**config.mk**
```make
export PLATFORM = sky130hd
export DESIGN_NAME = mem_access_ctrl
export DESIGN_NICKNAME = d
export VERILOG_FILES = /design/src/rtl/mem_ctrl_pkg.sv /design/src/rtl/wait_timer.sv /design/src/rtl/mem_access_ctrl.sv
export SDC_FILE = /design/constraint.sdc
export NUM_CORES = 1
export LEC_CHECK = 0
export ABC_AREA = 1
export CORE_UTILIZATION = 25
export CTS_CLUSTER_DIAMETER = 100
export CTS_CLUSTER_SIZE = 28
export DETAILED_ROUTE_END_ITERATION = 8
export GPL_ROUTABILITY_DRIVEN = 0
export GPL_TIMING_DRIVEN = 0
export PLACE_DENSITY = 0.52
export SYNTH_ARGS = -nofsm -noshare
export SYNTH_HDL_FRONTEND = slang
export SYNTH_SLANG_ARGS = --single-unit
```
**constraint.sdc**
```tcl
create_clock -name clk -period 3.3 [get_ports clk]
set_input_delay 0.33 -clock clk [delete_from_list [all_inputs] [get_ports clk]]
set_output_delay 0.33 -clock clk [all_outputs]
set_load 0.02 [all_outputs]
```
**src/rtl/mem_ctrl_pkg.sv**
```systemverilog
// mem_ctrl_pkg
//   Shared definitions for the memory access controller and its wait timer:
//   FSM state encoding, transaction owner and operation encodings, the
//   default timeout/counter sizing, and the Moore output decode used by the
//   top level to build its registered outputs.
package mem_ctrl_pkg;

  // Default number of WAIT cycles tolerated without mem_ready.
  localparam int DEFAULT_TIMEOUT_CYCLES = 15;
  localparam int DEFAULT_CNT_W          = 8;

  typedef enum logic [2:0] {
    ST_IDLE  = 3'd0,
    ST_ADDR  = 3'd1,
    ST_WAIT  = 3'd2,
    ST_LATCH = 3'd3,
    ST_DONE  = 3'd4
  } state_t;

  typedef enum logic {
    OWN_FETCH = 1'b0,
    OWN_DATA  = 1'b1
  } owner_t;

  typedef enum logic {
    OP_RD = 1'b0,
    OP_WR = 1'b1
  } op_t;

  typedef struct packed {
    logic mar_en;
    logic mdr_en;
    logic mdr_read;
    logic mem_rd;
    logic mem_wr;
    logic gnt_fetch;
    logic gnt_data;
    logic busy;
    logic done;
    logic err;
  } ctrl_out_t;

  // Moore decode of one controller state. The top level feeds this with the
  // next-state values so the decoded outputs can be registered and still
  // line up with the state they belong to.
  function automatic ctrl_out_t decode_outputs(input state_t st,
                                               input owner_t own,
                                               input op_t    op,
                                               input logic   err_flag);
    ctrl_out_t o;
    o = '0;
    if (st != ST_IDLE) begin
      o.busy      = 1'b1;
      o.gnt_fetch = (own == OWN_FETCH);
      o.gnt_data  = (own == OWN_DATA);
    end
    case (st)
      ST_ADDR: begin
        o.mar_en = 1'b1;
        // A store captures its data from the bus alongside the address.
        if (op == OP_WR) begin
          o.mdr_en   = 1'b1;
          o.mdr_read = 1'b0;
        end
      end
      ST_WAIT: begin
        o.mem_rd = (op == OP_RD);
        o.mem_wr = (op == OP_WR);
      end
      ST_LATCH: begin
        o.mem_rd   = 1'b1;
        o.mdr_en   = 1'b1;
        o.mdr_read = 1'b1;
      end
      ST_DONE: begin
        o.done = 1'b1;
        o.err  = err_flag;
      end
      default: ;
    endcase
    return o;
  endfunction

endpackage

```
**src/rtl/wait_timer.sv**
```systemverilog
// wait_timer
//   Counts WAIT cycles for the memory access controller and flags the last
//   cycle allowed before a timeout.
// Ports:
//   clk      in   system clock, rising edge
//   clr      in   asynchronous active-high reset, clears the count
//   sync_clr in   synchronous clear (takes priority over inc)
//   inc      in   increment enable
//   tc       out  count has reached TIMEOUT_CYCLES-1
module wait_timer
  import mem_ctrl_pkg::*;
#(
  parameter int TIMEOUT_CYCLES = DEFAULT_TIMEOUT_CYCLES,
  parameter int CNT_W          = DEFAULT_CNT_W
) (
  input  logic clk,
  input  logic clr,
  input  logic sync_clr,
  input  logic inc,
  output logic tc
);

  localparam logic [CNT_W-1:0] TC_VALUE = CNT_W'(TIMEOUT_CYCLES - 1);

  logic [CNT_W-1:0] cnt_q;
  logic [CNT_W-1:0] cnt_d;

  always_comb begin
    cnt_d = cnt_q;
    if (sync_clr) begin
      cnt_d = '0;
    end else if (inc) begin
      cnt_d = cnt_q + CNT_W'(1);
    end
  end

  always_ff @(posedge clk or posedge clr) begin
    if (clr) begin
      cnt_q <= '0;
    end else begin
      cnt_q <= cnt_d;
    end
  end

  assign tc = (cnt_q == TC_VALUE);

endmodule

```
**src/rtl/mem_access_ctrl.sv**
```systemverilog
// mem_access_ctrl
//   Sequences memory transactions through the MAR/MDR pair and arbitrates
//   the single memory port between the instruction-fetch requester and the
//   data (load/store) requester. Priority in IDLE: store > load > fetch.
//   Every output is registered (Moore); no input reaches an output without
//   passing through a flop.
// Ports:
//   clk, clr                     clock / async active-high reset
//   fetch_req, data_rd_req,
//   data_wr_req                  level requests, held until done
//   mem_ready                    memory handshake, only looked at in WAIT
//   mar_en, mdr_en, mdr_read     MAR load, MDR load, MDR source (1 = memory)
//   mem_rd, mem_wr               memory strobes
//   gnt_fetch, gnt_data          owner of the current transaction
//   busy, done, err              in progress / completion pulse / timeout
module mem_access_ctrl
  import mem_ctrl_pkg::*;
#(
  parameter int TIMEOUT_CYCLES = DEFAULT_TIMEOUT_CYCLES,
  parameter int CNT_W          = DEFAULT_CNT_W
) (
  input  logic clk,
  input  logic clr,
  input  logic fetch_req,
  input  logic data_rd_req,
  input  logic data_wr_req,
  input  logic mem_ready,
  output logic mar_en,
  output logic mdr_en,
  output logic mdr_read,
  output logic mem_rd,
  output logic mem_wr,
  output logic gnt_fetch,
  output logic gnt_data,
  output logic busy,
  output logic done,
  output logic err
);

  state_t    state_q, state_d;
  owner_t    owner_q, owner_d;
  op_t       op_q, op_d;
  logic      err_q, err_d;
  ctrl_out_t out_q, out_d;

  logic tmr_clr;
  logic tmr_inc;
  logic tmr_tc;

  wait_timer #(
    .TIMEOUT_CYCLES(TIMEOUT_CYCLES),
    .CNT_W         (CNT_W)
  ) u_wait_timer (
    .clk     (clk),
    .clr     (clr),
    .sync_clr(tmr_clr),
    .inc     (tmr_inc),
    .tc      (tmr_tc)
  );

  always_comb begin
    state_d = state_q;
    owner_d = owner_q;
    op_d    = op_q;
    err_d   = err_q;
    tmr_clr = 1'b0;
    tmr_inc = 1'b0;
    case (state_q)
      ST_IDLE: begin
        err_d = 1'b0;
        if (data_wr_req) begin
          state_d = ST_ADDR;
          owner_d = OWN_DATA;
          op_d    = OP_WR;
        end else if (data_rd_req) begin
          state_d = ST_ADDR;
          owner_d = OWN_DATA;
          op_d    = OP_RD;
        end else if (fetch_req) begin
          state_d = ST_ADDR;
          owner_d = OWN_FETCH;
          op_d    = OP_RD;
        end
      end
      ST_ADDR: begin
        tmr_clr = 1'b1;
        state_d = ST_WAIT;
      end
      ST_WAIT: begin
        if (mem_ready) begin
          state_d = (op_q == OP_RD) ? ST_LATCH : ST_DONE;
        end else if (tmr_tc) begin
          // Timed out: skip LATCH so the MDR keeps its previous contents.
          err_d   = 1'b1;
          state_d = ST_DONE;
        end else begin
          tmr_inc = 1'b1;
        end
      end
      ST_LATCH: begin
        state_d = ST_DONE;
      end
      ST_DONE: begin
        state_d = ST_IDLE;
        err_d   = 1'b0;
      end
      default: begin
        state_d = ST_IDLE;
      end
    endcase
    // Decoding the next state lets the registered outputs appear in the
    // same cycle as the state they describe.
    out_d = decode_outputs(state_d, owner_d, op_d, err_d);
  end

  always_ff @(posedge clk or posedge clr) begin
    if (clr) begin
      state_q <= ST_IDLE;
      owner_q <= OWN_FETCH;
      op_q    <= OP_RD;
      err_q   <= 1'b0;
      out_q   <= '0;
    end else begin
      state_q <= state_d;
      owner_q <= owner_d;
      op_q    <= op_d;
      err_q   <= err_d;
      out_q   <= out_d;
    end
  end

  assign mar_en    = out_q.mar_en;
  assign mdr_en    = out_q.mdr_en;
  assign mdr_read  = out_q.mdr_read;
  assign mem_rd    = out_q.mem_rd;
  assign mem_wr    = out_q.mem_wr;
  assign gnt_fetch = out_q.gnt_fetch;
  assign gnt_data  = out_q.gnt_data;
  assign busy      = out_q.busy;
  assign done      = out_q.done;
  assign err       = out_q.err;

endmodule

```
After elaboration in Yosys (flattened, before gate mapping)
Index checks and enable logic that the tools add are counted.

Bits of input ports: 6. Flip-flop bits (word level): 24. Output and inout bits: 10.

Add/subtract/negate cells: 1. Muxes and demuxes: 31. Bitwise gates (word level): 2. Reduce and logical (&&, ||, !) cells: 4. Eq/ne operators: 9.

Operator list (number): $mux W3 (7); $mux W1 (16); $mux W8 (2); $eq A3 B2 Y1 const B (4); $pmux W3 S4 (1); $add A8 B1 Y8 const B (1); $eq A8 B4 Y1 const B (1); $eq A3 B1 Y1 const B (2); $eq A3 B3 Y1 const B (2); $mux W2 (2); $pmux W1 S2 (2); $pmux W2 S2 (1); $logic_not A3 Y1 (1); $reduce_bool A3 Y1 (1); $not A1 Y1 (2); $reduce_bool A2 Y1 (1); $reduce_or A2 Y1 (1).

Depth between registers and ports, before layout
Word-level depth: 6. Depth in mapped cells: 11.

By module
A second synthesis with hierarchy kept.

Cell total of the unflattened synthesis: 143. Area total of the unflattened synthesis: 1192.4 sq um.

Modules (own cells, without submodules): mem_access_ctrl (instances 1, area an instance 694.4 sq um, sequential area each 400.4 sq um, cells an instance 75); wait_timer (instances 1, area an instance 498.0 sq um, sequential area each 200.2 sq um, cells an instance 68).

Worst setup path before layout
Ideal clock, no wire load.

Kind: reg2reg. Start point: reg u_wait_timer.cnt_q[0]. End point: reg u_wait_timer.cnt_q[4]. Arrival: 1.238 ns. Setup slack: 1.945 ns. Stages on the path, launching flop included: 12. Data required time: 3.182 ns. Setup time: 0.118 ns. Path through: dfrtp_1 inv_1 ha_1 nand2_1 nor2_1 nand2_2 nand3_4 nand2_4 inv_4 buf_12 nand2_1 o21ai_2.

Word-level cells in the longest chain between the ends: 5. Elaborated cells on any way between the ends: 8. Classes of those cells: 1 x add/sub; 1 x eq/ne; 5 x mux; 1 x reduce/logical.

Ends and longest elaborated chain: start, declared (line wait_timer.sv:25) `logic [CNT_W-1:0] cnt_q;`; start signal, assigned (line wait_timer.sv:41) `cnt_q <= cnt_d;`; parallel branches: the longest is 5 deep, another holds $add A8 B1 Y8.

Parallel ways; which one is timed is not known. The select of a mux whose other input is x is not followed. A chain may end at the register's enable or synchronous reset.

Worst setup path after layout
Start point: reg out_q, in the netlist gnt_fetch. End point: out gnt_fetch.

RTL lines: start, declared (line mem_access_ctrl.sv:44) `ctrl_out_t out_q, out_d;`; start signal, assigned (line mem_access_ctrl.sv:128) `out_q <= out_d;`; end, declared (line mem_access_ctrl.sv:33) `output logic gnt_fetch,`.

No word-level cell between the ends.

==> impl_metrics.tcl <==
set metrics [dict create \
    synth_common_cells "nand2_1, dfrtp_1, inv_1, nand3_1, nor2_1" \
    critPathRequiredTime_ns 2.97 \
    crit_type "reg -> out" \
    path_clk_slew_ns 0.09 \
    grt_setup_unrepaired "false" \
    cts_setup_buffers 0 \
    syn_to_final_growth_pct 24.3 \
    synth_edf_count 0 \
    total_power_uw 1360 \
    reg_top3 "u_wait_timer.cnt_q: 8 flops, state_q: 3 flops" \
    syn_area_per_cell_sq_um 8.62 \
    dp_cells 204 \
    cts_root_buf "clkbuf_8" \
    fin_skew_ns 0.00450 \
    gr-total-overflow 0 \
    synth.most_common_cell "nand2_1" \
    power_density_mw_per_mm2 925 \
    regMostFlops "u_wait_timer.cnt_q" \
    grt_max_degree 25 \
    via_count 886 \
    drive_above_1_share_pct 16.7 \
    worstSkewPairLatency_ns 0.27 \
    status "finished, violations left" \
    max_freq_mhz 647 \
    slew_headroom_pct 39.5 \
    synthFlopType "dfrtp_1" \
    p_sw_uw 549 \
    synth_top_area_cell "dfrtp_1" \
    drt-total-wl_microns 2200 \
    drv_cap 0 \
    stdcell_count 208 \
    synth.net_count 145 \
    n_antenna_cell 0 \
    antenna_found_initial 0 \
    combPwrFrac_pct 45.8 \
    syn_inst 137 \
    seq_area_sq_um 601 \
    postRouteAntennaNets 0 \
    worst_pin_slew_ns 0.907 \
    cp-start-kind "flip-flop" \
    die_w_microns 70.7 \
    clock_sink_count 24 \
    ir_drop_v 0.000221 \
    fp.coreArea_sq_mm 0.00444 \
    cts_resized 0 \
    die_area_sq_mm 0.00500 \
    yosysUniqueCellTypes 23 \
    multi_input_area_sq_um 457 \
    min_period_ns 1.55 \
    cp-end-kind "output port" \
    internal_power_uw 809 \
    yosysSeqAreaShare_pct 50.8 \
    largest_reg_flops 8 \
    fill_cells 480 \
    grt_first_pass_wirelength_microns 3970 \
    wire_per_inst_microns 10.6 \
    cts-hold-fix-buffers 0 \
    final_area_sq_mm 0.00147 \
    async_flop_share_pct 100 \
    via_per_inst 4.26 \
    finish.net_count 165 \
    worst_path_dominant_cell_family "buffers and inverters" \
    cts_tree "yes" \
    start_util_pct 26.6 \
    finalCritPeriodShare_pct 46.8 \
    p_clk_share_pct 19.2 \
    synth_area_leaders "dfrtp_1, nand2_1, inv_1" \
    first_pass_iters 8 \
    track_usage_pct 9.93 \
    path_max_fanout 1 \
    cpMaxStageDelayCell "clkdlybuf4s50_1" \
    cp_slowest_stage_delay_ns 0.61 \
    yosysWarnings 0 \
    fin_util_pct 33.0 \
    drtIter0Drc 31 \
    p_seq_share_pct 35.0 \
    synth_area_sq_mm 0.00118 \
    dpl.hpwl_microns 1690 \
    cellLeakagePower_uw 0.000720 \
    netSwitchingFraction_pct 40.4 \
    slew_viol_final 0 \
    drc 4 \
    hold_path_class "reg -> reg" \
    clockBufferDepth 2 \
    io_buffers 15 \
    cp.arrival_ns 1.22 \
    yosys.area.top_type_share_pct 50.8 \
    critPathBufInv 1 \
    cts_buffers 3 \
    grt_pass1_vias 918 \
    failed_checks "design-rule violations" \
    ys_seq_elements 24 \
    core.rowCount 24 \
    fin_tns_setup_ns 0 \
    ios 16 \
    h-tree-depth 1 \
    die_y_microns 70.7 \
    hold_viol 0 \
    finalSetupViolations 0 \
    path_cells "clkdlybuf4s50_1" \
    postPlaceCellArea_sq_mm 0.00140 \
]
==> power groups by stage <==
stage,sequential (uW),combinational (uW),clock [uW]
6_report,475,622,260
5_1_grt,490,695,281
4_1_cts,475,630,267
3_5_place_dp,482,627,0
3_3_place_gp,478,613,0
2_1_floorplan,527,393,0
==> cell type report <==
class	count	share of cell area, %
multi-input combinational	85	31.1
clock inverter	1	2.05
inverter	27	7.08
buffer	1	1.36
clock buffer	3	2.81
tap	52	4.43
timing repair buffer	15	10.2
sequential	24	40.9
==> worst paths after layout <==
kind                                         end  slack [ns]                  start  depth (start not counted)
hold reg to reg            u_wait_timer.cnt_q[6]        0.53  u_wait_timer.cnt_q[6]                          2
setup reg to reg                        gnt_data        1.77  u_wait_timer.cnt_q[0]                          9
max in group asynchronous                owner_q        2.20                    clr                          2
setup / recovery                       gnt_fetch        1.75              gnt_fetch                          1
min in group asynchronous  u_wait_timer.cnt_q[4]        0.55                    clr                          2
hold / removal             u_wait_timer.cnt_q[6]        0.53  u_wait_timer.cnt_q[6]                          2
==> per-stage QoR <==
step	worst slack (ns)	hold slack [ns]
after global routing	1.57	0.551
after detailed placement	1.57	0.503
after global placement	1.61	0.493
after CTS	1.74	0.526
final	1.75	0.531
after floorplan	1.94	0.345
==> placed cells by master (no fill, tap or decap), drive strengths merged <==
cell type      netlist  routed
a21oi                3       3
inv                 27      27
nor3                 4       4
dfrtp               24      24
nand4                1       1
nor2                14      14
clkdlybuf4s50        0      15
bufinv               0       1
xor2                 1       1
nand2               32      32
o21ai               14      14
ha                   2       2
clkbuf               0       3
buf                  1       1
nand3               14      14
==> layer usage <==
layer	global-route usage [%]	vias up	share of wire (%)
met5	0	-	0
met4	4.67	0	1.7
met3	0.855	4	1.6
met2	17.9	10	50
met1	11.9	411	47
li1	-	461	-
==> tightest hold or removal path: cells and delay by family, from the launching register on <==
kind	cells	cell delay [ns]
AOI/OAI and AO/OA	1	0.05
DFF	1	0.38
and+or+nand+nor	1	0.08
==> cells by family after synthesis <==
kind of cell	after synthesis	share of synthesized area, %
compound gates	17	9.43
fa+ha+maj	2	2.12
xor+xnor	1	0.742
buf+inv	28	10.5
simple gates	65	26.4
flops	24	50.8
(Power assumes the default switching activity.)
